`src/rtl/incremental_encoder_decode_module.sv`:
```
// Quadrature front end: sync, deglitch, 4x decode, direction and wrapped position.
// Emits a toggle level per valid count for edge-XOR consumers downstream.
module incremental_encoder_decode_module #(
    parameter int FILTER_LEN     = 4,
    parameter int COUNTS_PER_REV = 4000,
    parameter int POS_WIDTH      = 12
) (
    input  logic                 sys_clk,
    input  logic                 reset,
    input  logic                 encoder_a_in,
    input  logic                 encoder_b_in,
    input  logic                 encoder_z_in,
    input  logic                 error_clear_in,
    output logic                 incremental_encoder_pluse_out,
    output logic                 direction_out,
    output logic [POS_WIDTH-1:0] position_out,
    output logic                 position_valid_out,
    output logic                 index_valid_out,
    output logic                 error_out
);

    localparam logic [0:0] ST_INIT = 1'b0;
    localparam logic [0:0] ST_RUN  = 1'b1;

    localparam logic [4:0] INIT_LAST = 5'(FILTER_LEN + 1);
    localparam logic [3:0] FLT_LAST  = 4'(FILTER_LEN - 1);
    localparam logic [POS_WIDTH-1:0] POS_MAX = POS_WIDTH'(COUNTS_PER_REV - 1);
    localparam logic [POS_WIDTH-1:0] POS_ONE = POS_WIDTH'(1);

    // Channel bit order everywhere: {A, B, Z}
    logic [2:0]      raw;
    logic [2:0]      sync1;
    logic [2:0]      sync2;
    logic [2:0]      filt;
    logic [2:0][3:0] flt_cnt;
    logic [0:0]      state;
    logic [4:0]      init_cnt;

    logic [1:0] ab;
    logic [1:0] prev_ab;
    logic       z_prev;
    logic       fwd;
    logic       rev;
    logic       illegal;
    logic       index_hit;

    assign raw = {encoder_a_in, encoder_b_in, encoder_z_in};

    always_ff @(posedge sys_clk or posedge reset) begin
        if (reset) begin
            sync1 <= '0;
            sync2 <= '0;
        end else begin
            sync1 <= raw;
            sync2 <= sync1;
        end
    end

    always_ff @(posedge sys_clk or posedge reset) begin
        if (reset) begin
            state    <= ST_INIT;
            init_cnt <= '0;
            filt     <= '0;
            flt_cnt  <= '0;
        end else if (state == ST_INIT) begin
            filt    <= sync2;
            flt_cnt <= '0;
            if (init_cnt == INIT_LAST) begin
                state <= ST_RUN;
            end else begin
                init_cnt <= init_cnt + 5'd1;
            end
        end else begin
            for (int i = 0; i < 3; i++) begin
                if (sync2[i] == filt[i]) begin
                    flt_cnt[i] <= '0;
                end else if (flt_cnt[i] == FLT_LAST) begin
                    filt[i]    <= sync2[i];
                    flt_cnt[i] <= '0;
                end else begin
                    flt_cnt[i] <= flt_cnt[i] + 4'd1;
                end
            end
        end
    end

    assign ab = filt[2:1];

    always_comb begin
        fwd = 1'b0;
        rev = 1'b0;
        case ({prev_ab, ab})
            4'b00_10, 4'b10_11, 4'b11_01, 4'b01_00: fwd = 1'b1;
            4'b00_01, 4'b01_11, 4'b11_10, 4'b10_00: rev = 1'b1;
            default: ;
        endcase
    end

    assign illegal   = (prev_ab ^ ab) == 2'b11;
    assign index_hit = filt[0] & ~z_prev & (ab == 2'b11);

    // Index overrides the count's position update but not its toggle/direction
    always_ff @(posedge sys_clk or posedge reset) begin
        if (reset) begin
            prev_ab                       <= '0;
            z_prev                        <= 1'b0;
            incremental_encoder_pluse_out <= 1'b0;
            direction_out                 <= 1'b0;
            position_out                  <= '0;
            position_valid_out            <= 1'b0;
            index_valid_out               <= 1'b0;
            error_out                     <= 1'b0;
        end else if (state == ST_INIT) begin
            prev_ab            <= sync2[2:1];
            z_prev             <= sync2[0];
            position_valid_out <= 1'b0;
            index_valid_out    <= 1'b0;
        end else begin
            prev_ab            <= ab;
            z_prev             <= filt[0];
            position_valid_out <= fwd | rev | index_hit;
            index_valid_out    <= index_hit;
            if (fwd | rev) begin
                incremental_encoder_pluse_out <= ~incremental_encoder_pluse_out;
                direction_out                 <= fwd;
            end
            if (index_hit) begin
                position_out <= '0;
            end else if (fwd) begin
                position_out <= (position_out == POS_MAX) ? '0 : position_out + POS_ONE;
            end else if (rev) begin
                position_out <= (position_out == '0) ? POS_MAX : position_out - POS_ONE;
            end
            if (illegal) begin
                error_out <= 1'b1;
            end else if (error_clear_in) begin
                error_out <= 1'b0;
            end
        end
    end

endmodule

```
`config.mk`:
```
export PLATFORM = sky130hd
export DESIGN_NAME = incremental_encoder_decode_module
export DESIGN_NICKNAME = d
export VERILOG_FILES = /design/src/rtl/incremental_encoder_decode_module.sv
export SDC_FILE = /design/constraint.sdc
export NUM_CORES = 1
export LEC_CHECK = 0
export CORE_MARGIN = 4
export CORE_UTILIZATION = 45
export CTS_BUF_LIST = sky130_fd_sc_hd__clkbuf_2
export DETAILED_ROUTE_END_ITERATION = 10
export PLACE_DENSITY_LB_ADDON = 0.08
export SKIP_LAST_GASP = 1
export SLEW_MARGIN = 10
export SYNTH_ARGS = -nofsm -noshare
export SYNTH_HDL_FRONTEND = slang
export SYNTH_SLANG_ARGS = --single-unit
export TNS_END_PERCENT = 50
```
`constraint.sdc`:
```
create_clock -name sys_clk -period 3.2 [get_ports sys_clk]
set_input_delay 0.48 -clock sys_clk [delete_from_list [all_inputs] [get_ports sys_clk]]
set_output_delay 0.48 -clock sys_clk [all_outputs]
set_load 0.01 [all_outputs]
```
==> results of run 1 <==
[cell type report]
type,instances,area share (%)
inverters,11,1.461
multi-input cells,192,43.82
well taps,72,3.187
clock buffers,5,0.8853
clock inverters,3,0.7083
flip-flops and latches,47,41.61
repair buffers,24,8.322
[metal layers]
layer / track usage [%] / routed length, µm
met1: 21.58 / 2509
met2: 26.46 / 2485
met3: 3.175 / 273
met4: 5.052 / 70
met5: 0 / 0
[worst max-delay path: cells and delay by family (launching register included)]
kind | cells | cell delay (ns)
AND/OR/NAND/NOR | 3 | 1.39
flip-flops | 1 | 0.57
AO/OA/AOI/OAI | 3 | 0.47
[kinds of logic after synthesis]
family          synth area share, %
simple gates                  21.32
compound gates                13.29
fa+ha+maj                     3.966
flops                         46.60
buf+inv                       4.314
xor+xnor                      6.941
mux                           3.570
[power breakdown]
| part | internal (W) | switching [W] |
|---|---|---|
| logic | 0.000760 | 0.00101 |
| clock network | 0.0000516 | 0.000201 |
| registers | 0.000787 | 0.000259 |
| total | 0.00160 | 0.00147 |
[sequential cells by signal, summed over array words and instances (netlist names), 2 cells and up]
register,cells
sync1,3
init_cnt,5
sync2,3
flt_cnt,12
filt,3
prev_ab,2
position_out,12
[layout by cell type (no fill, tap or decap), types with 2 or more instances in the layout]
master            n
or3_1             4
and3_1            5
dfrtp_1          47
a31oi_1           3
ha_1              8
o21ai_0          14
nor3_1            6
buf_4             2
clkdlybuf4s50_1  22
clkinvlp_4        2
a211oi_1          3
nor2_1           23
nand2_1          34
nand2b_1          3
or4_4             2
or2_2             2
nor3b_1           4
clkbuf_2          5
o211ai_1          3
nand4_1           6
xor2_1           11
xnor2_1           9
a22o_1            2
mux2_2            8
a311oi_1          2
nand3_1           7
nor4_1            2
a21oi_1           9
inv_1            10
[per-stage QoR]
stage | worst slack (ns) | std cells
after floorplan | 0.8576 | 265
after global placement | 0.8545 | 346
after detailed placement | 0.8136 | 346
after CTS | 0.7574 | 354
after global routing | 0.5520 | 354
final | 0.7345 | 354
[path summary, 6_finish.rpt]
| path | startpoint | to | slack [ns] | cells after the start |
|---|---|---|---|---|
| setup / recovery | position_out[7] | position_out[11] | 0.73 | 6 |
| hold / removal | sync1[0] | sync2[0] | 0.38 | 0 |
| setup reg to reg | position_out[7] | position_out[11] | 0.73 | 6 |
| hold reg to reg | sync1[0] | sync2[0] | 0.38 | 0 |
| max in group asynchronous | reset | filt[2] | 2.05 | 2 |
| min in group asynchronous | reset | direction_out | 0.52 | 2 |
==> impl_results.md, run 1 <==
- Syn Inst Count: 265
- Post-synth top area share: 46.60%
- Fmax: 0.4056 GHz
- Vias per cell: 5.528
- Cell with the most instances after synthesis: dfrtp_1
- Vias in the first global route: 1865
- Register area: 0.001176 mm²
- Clock skew: 0.03582 ns
- Syn nets: 279
- CTS tree: done
- EDFF count, synth: 0
- Worst-path cell chain: or4_4, nor4_1, nor2_1, o21a_1, a211oi_2, a21o_1
- Finished Cell Area: 0.002826 mm²
- Max_slew headroom: 36.15%
- Hold buffers post-CTS: 0
- Pwr dens: 1086 mW/mm²
- Async set-reset flop share out of synthesis: 100.0%
- Main synth FF type: dfrtp_1
- Iter 0 DRT Violations: 164
- Ant. Diodes: 0
- Total grt overflow: 0
- Sum Neg Setup Slack: 0 ns
- Nets: 295
- Crit path largest cell delay: 0.61 ns
- Largest net degree at the start of global routing: 48
- Pre-Repair DR Iteration Count: 6
- First-pass GRT wire length: 9.149 mm
- Initial cell density of the core: 46.11%
- Slew Viols, Final: 0
- Yosys warning count: 0
- H-Tree Depth: 2
- Worst EP arrival: 2.86 ns
- Final setup fails: 0
- CP Max Fanout: 12
- Final period util: 77.05%
- Max_cap viols: 0
- Clk slew on worst S/H paths: 0.24 ns
- Min-delay worst type: flip-flop to flip-flop
- Setup Buffers After CTS: 0
- Fill cells: 534
- Die height: 82.89 µm
- Gpl congestion: 0.8795
- Worst slew pin tran: 0.9564 ns
- Overall Global Routing Usage: 16.16%
- Commonest cells post-synth: dfrtp_1, nand2_1, nor2_1
- Detail Route Antenna Nets: 0
- Via count: 1957
- Layout cells sized above 1: 9.574%
- Clk Latency, worst-skew pair: 0.44 ns
- Min Tclk post-route: 2.465 ns
- Worst path required time: 3.59 ns
- I/O Buffers: 22
- Synth area leaders: dfrtp_1, nand2_1, ha_1
- Worst-case clock buffer depth: 2
- Lkg Pwr: 1.192 nW
- Tot Pwr: 0.003070 W
- Ports: 23
- Fin. Hold Viols: 0
- Yosys top cell by area: dfrtp_1
- Critical path class: flip-flop to flip-flop
- Initial antenna violation count: 0
- Dpl hpwl: 3.634 mm
- Crit start category: flip-flop
- Core area: 0.005473 mm²
- Core Util, Final: 51.65%
- Number of remaining DRC errors: 0
- Area Growth Syn to Fin: 12.00%
- Mapped cell area: 0.002524 mm²
- Area of the multi-input gates: 0.001239 mm²
- Post-CTS sizing: 0
- CP max-delay cell: or4_4
- Sequential area share after synthesis: 46.60%
- Num CTS Buffers: 5
- Worst VDD drop: 0.0004950 V
- Rows: 27
- Total wire length: 5.339 mm
- Synth Register Bits: 47
- Netlist cell types: 50
- Dpl cell area: 0.002781 mm²
- Status: finished, final reports clean
- Avg WL per Cell: 15.08 µm
- Mean Syn Cell Area: 9.523 µm²
- RSZ-0062 raised after global routing: false
- Die W: 82.89 µm
- Crit end category: flip-flop
- Worst hold slack: 0.3765 ns
- Num Clock Sinks: 47
- Die ar.: 0.006870 mm²
- CTS root buf: clkbuf_2
No activity file was read; power rests on OpenSTA's default activity.
==> inputs of run 2 (changes only) <==
==> constraint.sdc (replaced) <==
create_clock -name sys_clk -period 2.58 [get_ports sys_clk]
set_input_delay 0.387 -clock sys_clk [delete_from_list [all_inputs] [get_ports sys_clk]]
set_output_delay 0.387 -clock sys_clk [all_outputs]
set_load 0.01 [all_outputs]
==> impl_results.md, run 2 (synthesis results as in run 1) <==
- Status: finished, final reports clean
- Final period util: 92.38% (+15 points)
- Min-delay worst type: primary input to asynchronous set/reset pin
- Nets: 306 (+3.7%)
- Die height: 82.89 µm (unchanged)
- Core area: 0.005473 mm² (unchanged)
- Initial antenna violation count: 0 (unchanged)
- CP Max Fanout: 12 (unchanged)
- Setup Buffers After CTS: 0 (unchanged)
- Num CTS Buffers: 5 (unchanged)
- Pre-CTS WS: 0.3191 ns (-0.4946 ns)
- Via count: 2014 (+2.9%)
- Min Tclk post-route: 2.383 ns (-0.08201 ns)
- RSZ-0062 raised after global routing: false
- Most common cell after layout, fill and taps aside: dfrtp_1
- Total grt overflow: 0 (unchanged)
- Setup slack, reg-to-reg: 0.20 ns (-0.54 ns)
- Final setup fails: 0 (unchanged)
- CTS root buf: clkbuf_2
- First-pass GRT wire length: 9.018 mm (-1.4%)
- Die ar.: 0.006870 mm² (unchanged)
- Finished Cell Area: 0.002904 mm² (+2.7%)
- Gpl congestion: 0.8510 (-3.2%)
- Lkg Pwr: 1.255 nW (+5.3%)
- Worst path required time: 2.85 ns (-0.74 ns)
- Die W: 82.89 µm (unchanged)
- Crit end category: flip-flop
- Pre-Repair DR Iteration Count: 4 (-2)
- Commonest cells after routing, fill and taps aside: dfrtp_1, nand2_1, nor2_1
- Reg-to-Reg Start: position_out[4]
- Worst reg2reg path depth: 5 (-1)
- Worst r2r dst: position_out[6]
- Num Clock Sinks: 47 (unchanged)
- Sw Ratio: 45.96% (-2.0 points)
- Avg WL per Cell: 14.44 µm (-4.3%)
- CTS tree: done
- Sum Neg Setup Slack: 0 ns (unchanged)
- Ports: 23 (unchanged)
- Max_cap viols: 0 (unchanged)
- Setup crit start: position_out[4]
- Slew Viols, Final: 0 (unchanged)
- Vias in the first global route: 1931 (+3.5%)
- Critical path class: flip-flop to flip-flop
- Ant. Diodes: 0 (unchanged)
- Detail Route Antenna Nets: 0 (unchanged)
- I/O Buffers: 22 (unchanged)
- Worst slew pin tran: 0.8502 ns (-0.1061 ns)
- Dpl cell area: 0.002864 mm² (+3.0%)
- Fmax: 0.4196 GHz (+3.4%)
- Fill cells: 535 (+0.19%)
- Layout cells sized above 1: 12.97% (+3.4 points)
- Dpl hpwl: 3.834 mm (+5.5%)
- Internal power: 0.002120 W (+33%)
- Rows: 27 (unchanged)
- Total wire length: 5.270 mm (-1.3%)
- Vias per cell: 5.518 (-0.19%)
- Fin. Hold Viols: 0 (unchanged)
- Clk Latency, worst-skew pair: 0.40 ns (-0.04 ns)
- Worst-case clock buffer depth: 2 (unchanged)
- Comb power frac: 62.7% (+5.0 points)
- Largest net degree at the start of global routing: 32 (-33%)
- Post-CTS sizing: 0 (unchanged)
- Clock skew: 0.02908 ns (-0.006743 ns)
- Pwr dens: 1351 mW/mm² (+24%)
- Hold buffers post-CTS: 0 (unchanged)
- H-Tree Depth: 2 (unchanged)
- Clk pwr share: 7.4% (-0.8 points)
- Switching power: 0.001803 W (+23%)
- Worst EP arrival: 2.65 ns (-0.21 ns)
- Crit start category: flip-flop
- Initial cell density of the core: 46.11% (unchanged)
- Worst setup path endpoint: position_out[6]
- Largest registers: flt_cnt: 12 flops, position_out: 12 flops, init_cnt: 5 flops
- Overall Global Routing Usage: 15.52% (-0.64 points)
- Clk slew on worst S/H paths: 0.24 ns (about the same)
- Iter 0 DRT Violations: 139 (-15%)
- Part of the power in registers: 29.8% (-4.3 points)
- Fin worst setup slack: 0.1965 ns (-0.5380 ns)
- Max_slew headroom: 43.11% (+7.0 points)
- Area Growth Syn to Fin: 15.07%
- Number of remaining DRC errors: 0 (unchanged)
- Worst VDD drop: 0.0005111 V (+3.3%)
-- run 2: changes by cell type in the layout (fill, tap and decap cells not counted) --
cell,previous run,this run
buf_4,2,13
clkinvlp_4,2,0
clkbuf_2,5,7
-- run 2: worst min-delay path by stage --
stage	endpoint	slack [ns]	cells past startpoint
after floorplan	sync2[0]	0.33	0
after global placement	sync2[0]	0.33	0
after detailed placement	sync2[0]	0.34	0
after CTS	flt_cnt[3]	0.36	2
after global routing	flt_cnt[3]	0.36	2
final	flt_cnt[3]	0.35	2
-- run 2: metrics by stage --
step / util (%) / power, W / hold slack, ns / std cells
after floorplan: - / 0.002840 / 0.3312 / 265
after global placement: 52.33 / 0.003642 / 0.3333 / 357
after detailed placement: 52.33 / 0.003646 / 0.3371 / 357
after CTS: 53.06 / 0.003949 / 0.3569 / 365
after global routing: 53.06 / 0.004291 / 0.3631 / 365
final: 53.06 / 0.003923 / 0.3509 / 365
-- run 2: metal layers --
metal / global-route usage (%) / wire, µm
met1: 19.90 / 2418
met2: 26.82 / 2588
met3: 2.877 / 222
met4: 4.160 / 41
met5: 0 / 0
-- run 2: layout make-up --
| class | instances | area [µm²] | area share, % |
|---|---|---|---|
| clock buffer | 7 | 35.03 | 1.206 |
| clock inverter | 1 | 5.005 | 0.1723 |
| inverter | 11 | 41.29 | 1.422 |
| multi-input combinational | 192 | 1239 | 42.65 |
| sequential | 47 | 1176 | 40.50 |
| tap | 72 | 90.09 | 3.102 |
| timing repair buffer | 35 | 317.8 | 10.94 |
-- run 2: power groups by stage --
| stage | Clock [W] | Combinational [W] | Sequential (W) |
|---|---|---|---|
| after floorplan | 0 | 0.00164 | 0.00120 |
| after global placement | 0 | 0.00246 | 0.00118 |
| after detailed placement | 0 | 0.00246 | 0.00119 |
| after CTS | 0.000313 | 0.00247 | 0.00117 |
| after global routing | 0.000338 | 0.00275 | 0.00120 |
| final | 0.000292 | 0.00246 | 0.00117 |
-- run 2: critical path, cell delays in order (launching register included) --
cell and delay (ns):
dfrtp_1 0.52, or4_1 0.53, nor4_1 0.46, nor2_1 0.34, a22oi_1 0.25, o311ai_0 0.15
==> inputs of run 3 (changes only) <==
--- a/config.mk
+++ b/config.mk
@@ -10,6 +10,8 @@
 export CTS_BUF_LIST = sky130_fd_sc_hd__clkbuf_2
 export DETAILED_ROUTE_END_ITERATION = 10
 export PLACE_DENSITY_LB_ADDON = 0.08
+export RECOVER_POWER = 25
+export REMOVE_ABC_BUFFERS = 1
 export SKIP_LAST_GASP = 1
 export SLEW_MARGIN = 10
 export SYNTH_ARGS = -nofsm -noshare
==> impl_results.md, run 3 (synthesis results as in run 1) <==
- Vias per cell: 5.523 (+0.10%)
- Fill cells: 514 (-3.9%)
- Critical path class: flip-flop to flip-flop
- Worst-path cell chain: or4_1, nor4_1, nor2_1, o21a_1, a211oi_2, a21o_1
- Status: finished, final reports clean
- Largest net degree at the start of global routing: 48 (+50%)
- Min Tclk post-route: 2.376 ns (-0.007028 ns)
- Crit-path leading delay family: simple AND/OR/NAND/NOR gates
- Nets: 305 (-0.33%)
- Final setup fails: 0 (unchanged)
- Setup Buffers After CTS: 0 (unchanged)
- Clk Latency, worst-skew pair: 0.42 ns (+0.02 ns)
- Largest registers: flt_cnt: 12 flops, position_out: 12 flops, init_cnt: 5 flops
- Critical path depth: 6 (+1)
- Sum Neg Setup Slack: 0 ns (unchanged)
- Worst VDD drop: 0.0006340 V (+24%)
- Worst setup path endpoint: position_out[11]
- Detail Route Antenna Nets: 0 (unchanged)
- Iter 0 DRT Violations: 151 (+8.6%)
- Core Util, Final: 53.25% (+0.18 points)
- Area of the multi-input gates: 0.001239 mm² (unchanged)
- CTS tree: done
- Layout cells sized above 1: 12.03% (-0.94 points)
- Commonest cells after routing, fill and taps aside: dfrtp_1, nand2_1, nor2_1
- Worst slew pin tran: 1.179 ns (+0.3292 ns)
- Reg-to-Reg Start: position_out[3]
- Final period util: 92.11% (-0.27 points)
- Max_slew headroom: 21.37% (-22 points)
- Crit path largest cell delay: 0.57 ns (+0.04 ns)
- Post-CTS sizing: 0 (unchanged)
- Ports: 23 (unchanged)
- Worst r2r dst: position_out[11]
- Worst-case clock buffer depth: 2 (unchanged)
- Worst hold slack: 0.3842 ns (+0.03329 ns)
- Crit end category: flip-flop
- Pwr dens: 1390 mW/mm² (+2.9%)
- Die ar.: 0.006870 mm² (unchanged)
- Most common cell after layout, fill and taps aside: dfrtp_1
- I/O Buffers: 22 (unchanged)
- Initial antenna violation count: 0 (unchanged)
- Clock skew: 0.01392 ns (-0.01516 ns)
- Total wire length: 5.310 mm (+0.76%)
- Ant. Diodes: 0 (unchanged)
- Register area: 0.001176 mm² (unchanged)
- Total grt overflow: 0 (unchanged)
- Min-delay worst type: flip-flop to flip-flop
- Max_cap viols: 0 (unchanged)
- Fin. Hold Viols: 0 (unchanged)
- Clk slew on worst S/H paths: 0.23 ns (about the same)
- Area Growth Syn to Fin: 15.47%
- CP max-delay cell: or4_1
- Setup crit start: position_out[3]
- Number of remaining DRC errors: 0 (unchanged)
- Gpl congestion: 0.8677 (+2.0%)
- Die height: 82.89 µm (unchanged)
- Lkg Pwr: 1.254 nW (about the same)
- Fmax: 0.4208 GHz (+0.30%)
- Worst reg2reg path depth: 6 (+1)
- Setup slack, reg-to-reg: 0.20 ns (about the same)
- Via count: 2005 (-0.45%)
- CP Buf/Inv Count: 0 (unchanged)
- Slew Viols, Final: 0 (unchanged)
- Worst path required time: 2.95 ns (+0.10 ns)
- H-Tree Depth: 2 (unchanged)
- Vias in the first global route: 1910 (-1.1%)
- RSZ-0062 raised after global routing: false
- Initial cell density of the core: 46.11% (unchanged)
- Overall Global Routing Usage: 16.27% (+0.75 points)
- Hold buffers post-CTS: 0 (unchanged)
- Num Clock Sinks: 47 (unchanged)
- Worst EP arrival: 2.75 ns (+0.10 ns)
- Die W: 82.89 µm (unchanged)
- CP Max Fanout: 13 (+1)
- Dpl hpwl: 3.665 mm (-4.4%)
- Tot Pwr: 0.004050 W (+3.2%)
- Rows: 27 (unchanged)
- Pre-Repair DR Iteration Count: 4 (unchanged)
- Crit start category: flip-flop
- Core area: 0.005473 mm² (unchanged)
- CTS root buf: clkbuf_2
- First-pass GRT wire length: 9.280 mm (+2.9%)
- Avg WL per Cell: 14.63 µm (+1.3%)
- Num CTS Buffers: 5 (unchanged)
==> run 3: cell types whose count changed in the layout (fill, tap and decap cells not counted) <==
cell,previous run,this run
clkdlybuf4s50_1,22,18
dlygate4sd3_1,0,4
buf_4,13,11
bufinv_16,0,1
clkinv_1,0,1
clkinv_2,1,0
inv_2,1,0
==> run 3: worst min-delay path by stage <==
| stage | from | end | slack, ns | cells after the start |
|---|---|---|---|---|
| after floorplan | sync1[0] | sync2[0] | 0.33 | 0 |
| after global placement | sync1[2] | sync2[2] | 0.33 | 0 |
| after detailed placement | sync1[0] | sync2[0] | 0.34 | 0 |
| after CTS | encoder_a_in | sync1[2] | 0.35 | 1 |
| after global routing | sync1[1] | sync2[1] | 0.40 | 0 |
| final | sync1[0] | sync2[0] | 0.38 | 0 |
==> run 3: cell type report <==
type,instances,share of cell area [%]
Multi-Input combinational cell,192,42.51
Sequential cell,47,40.36
Timing Repair Buffer,34,10.56
Tap cell,72,3.091
Inverter,11,1.417
Clock buffer,6,1.030
Clock inverter,1,1.030
==> run 3: stage by stage <==
step | setup slack (ns) | cell area (µm²) | cells
final | 0.2035 | 2914 | 363
after global routing | 0.02134 | 2914 | 363
after CTS | 0.1904 | 2917 | 363
after detailed placement | 0.2687 | 2856 | 356
after global placement | 0.3366 | 2856 | 356
after floorplan | 0.2652 | 2456 | 250
==> run 3: worst register-to-register path: stages, from the launching register on <==
cell and delay [ns]:
dfrtp_1 0.56, or4_1 0.57, nor4_1 0.40, nor2_1 0.32
o21a_1 0.20, a211oi_2 0.17, a21o_1 0.11
==> run 3: layer usage <==
metal,share of wire (%),vias to the layer above,global-route usage [%]
met2,43,55,22.74
met3,5.5,6,4.167
met5,0,-,0
met4,1.3,0,5.349
met1,50,961,24.38
li1,-,983,-
==> run 3: report_power, final <==
part           internal (W)  switching, W  leakage [nW]
sequential         0.000978      0.000206         0.582
combinational       0.00106       0.00140         0.632
clock              0.000163      0.000235        0.0391
total               0.00221       0.00184          1.25
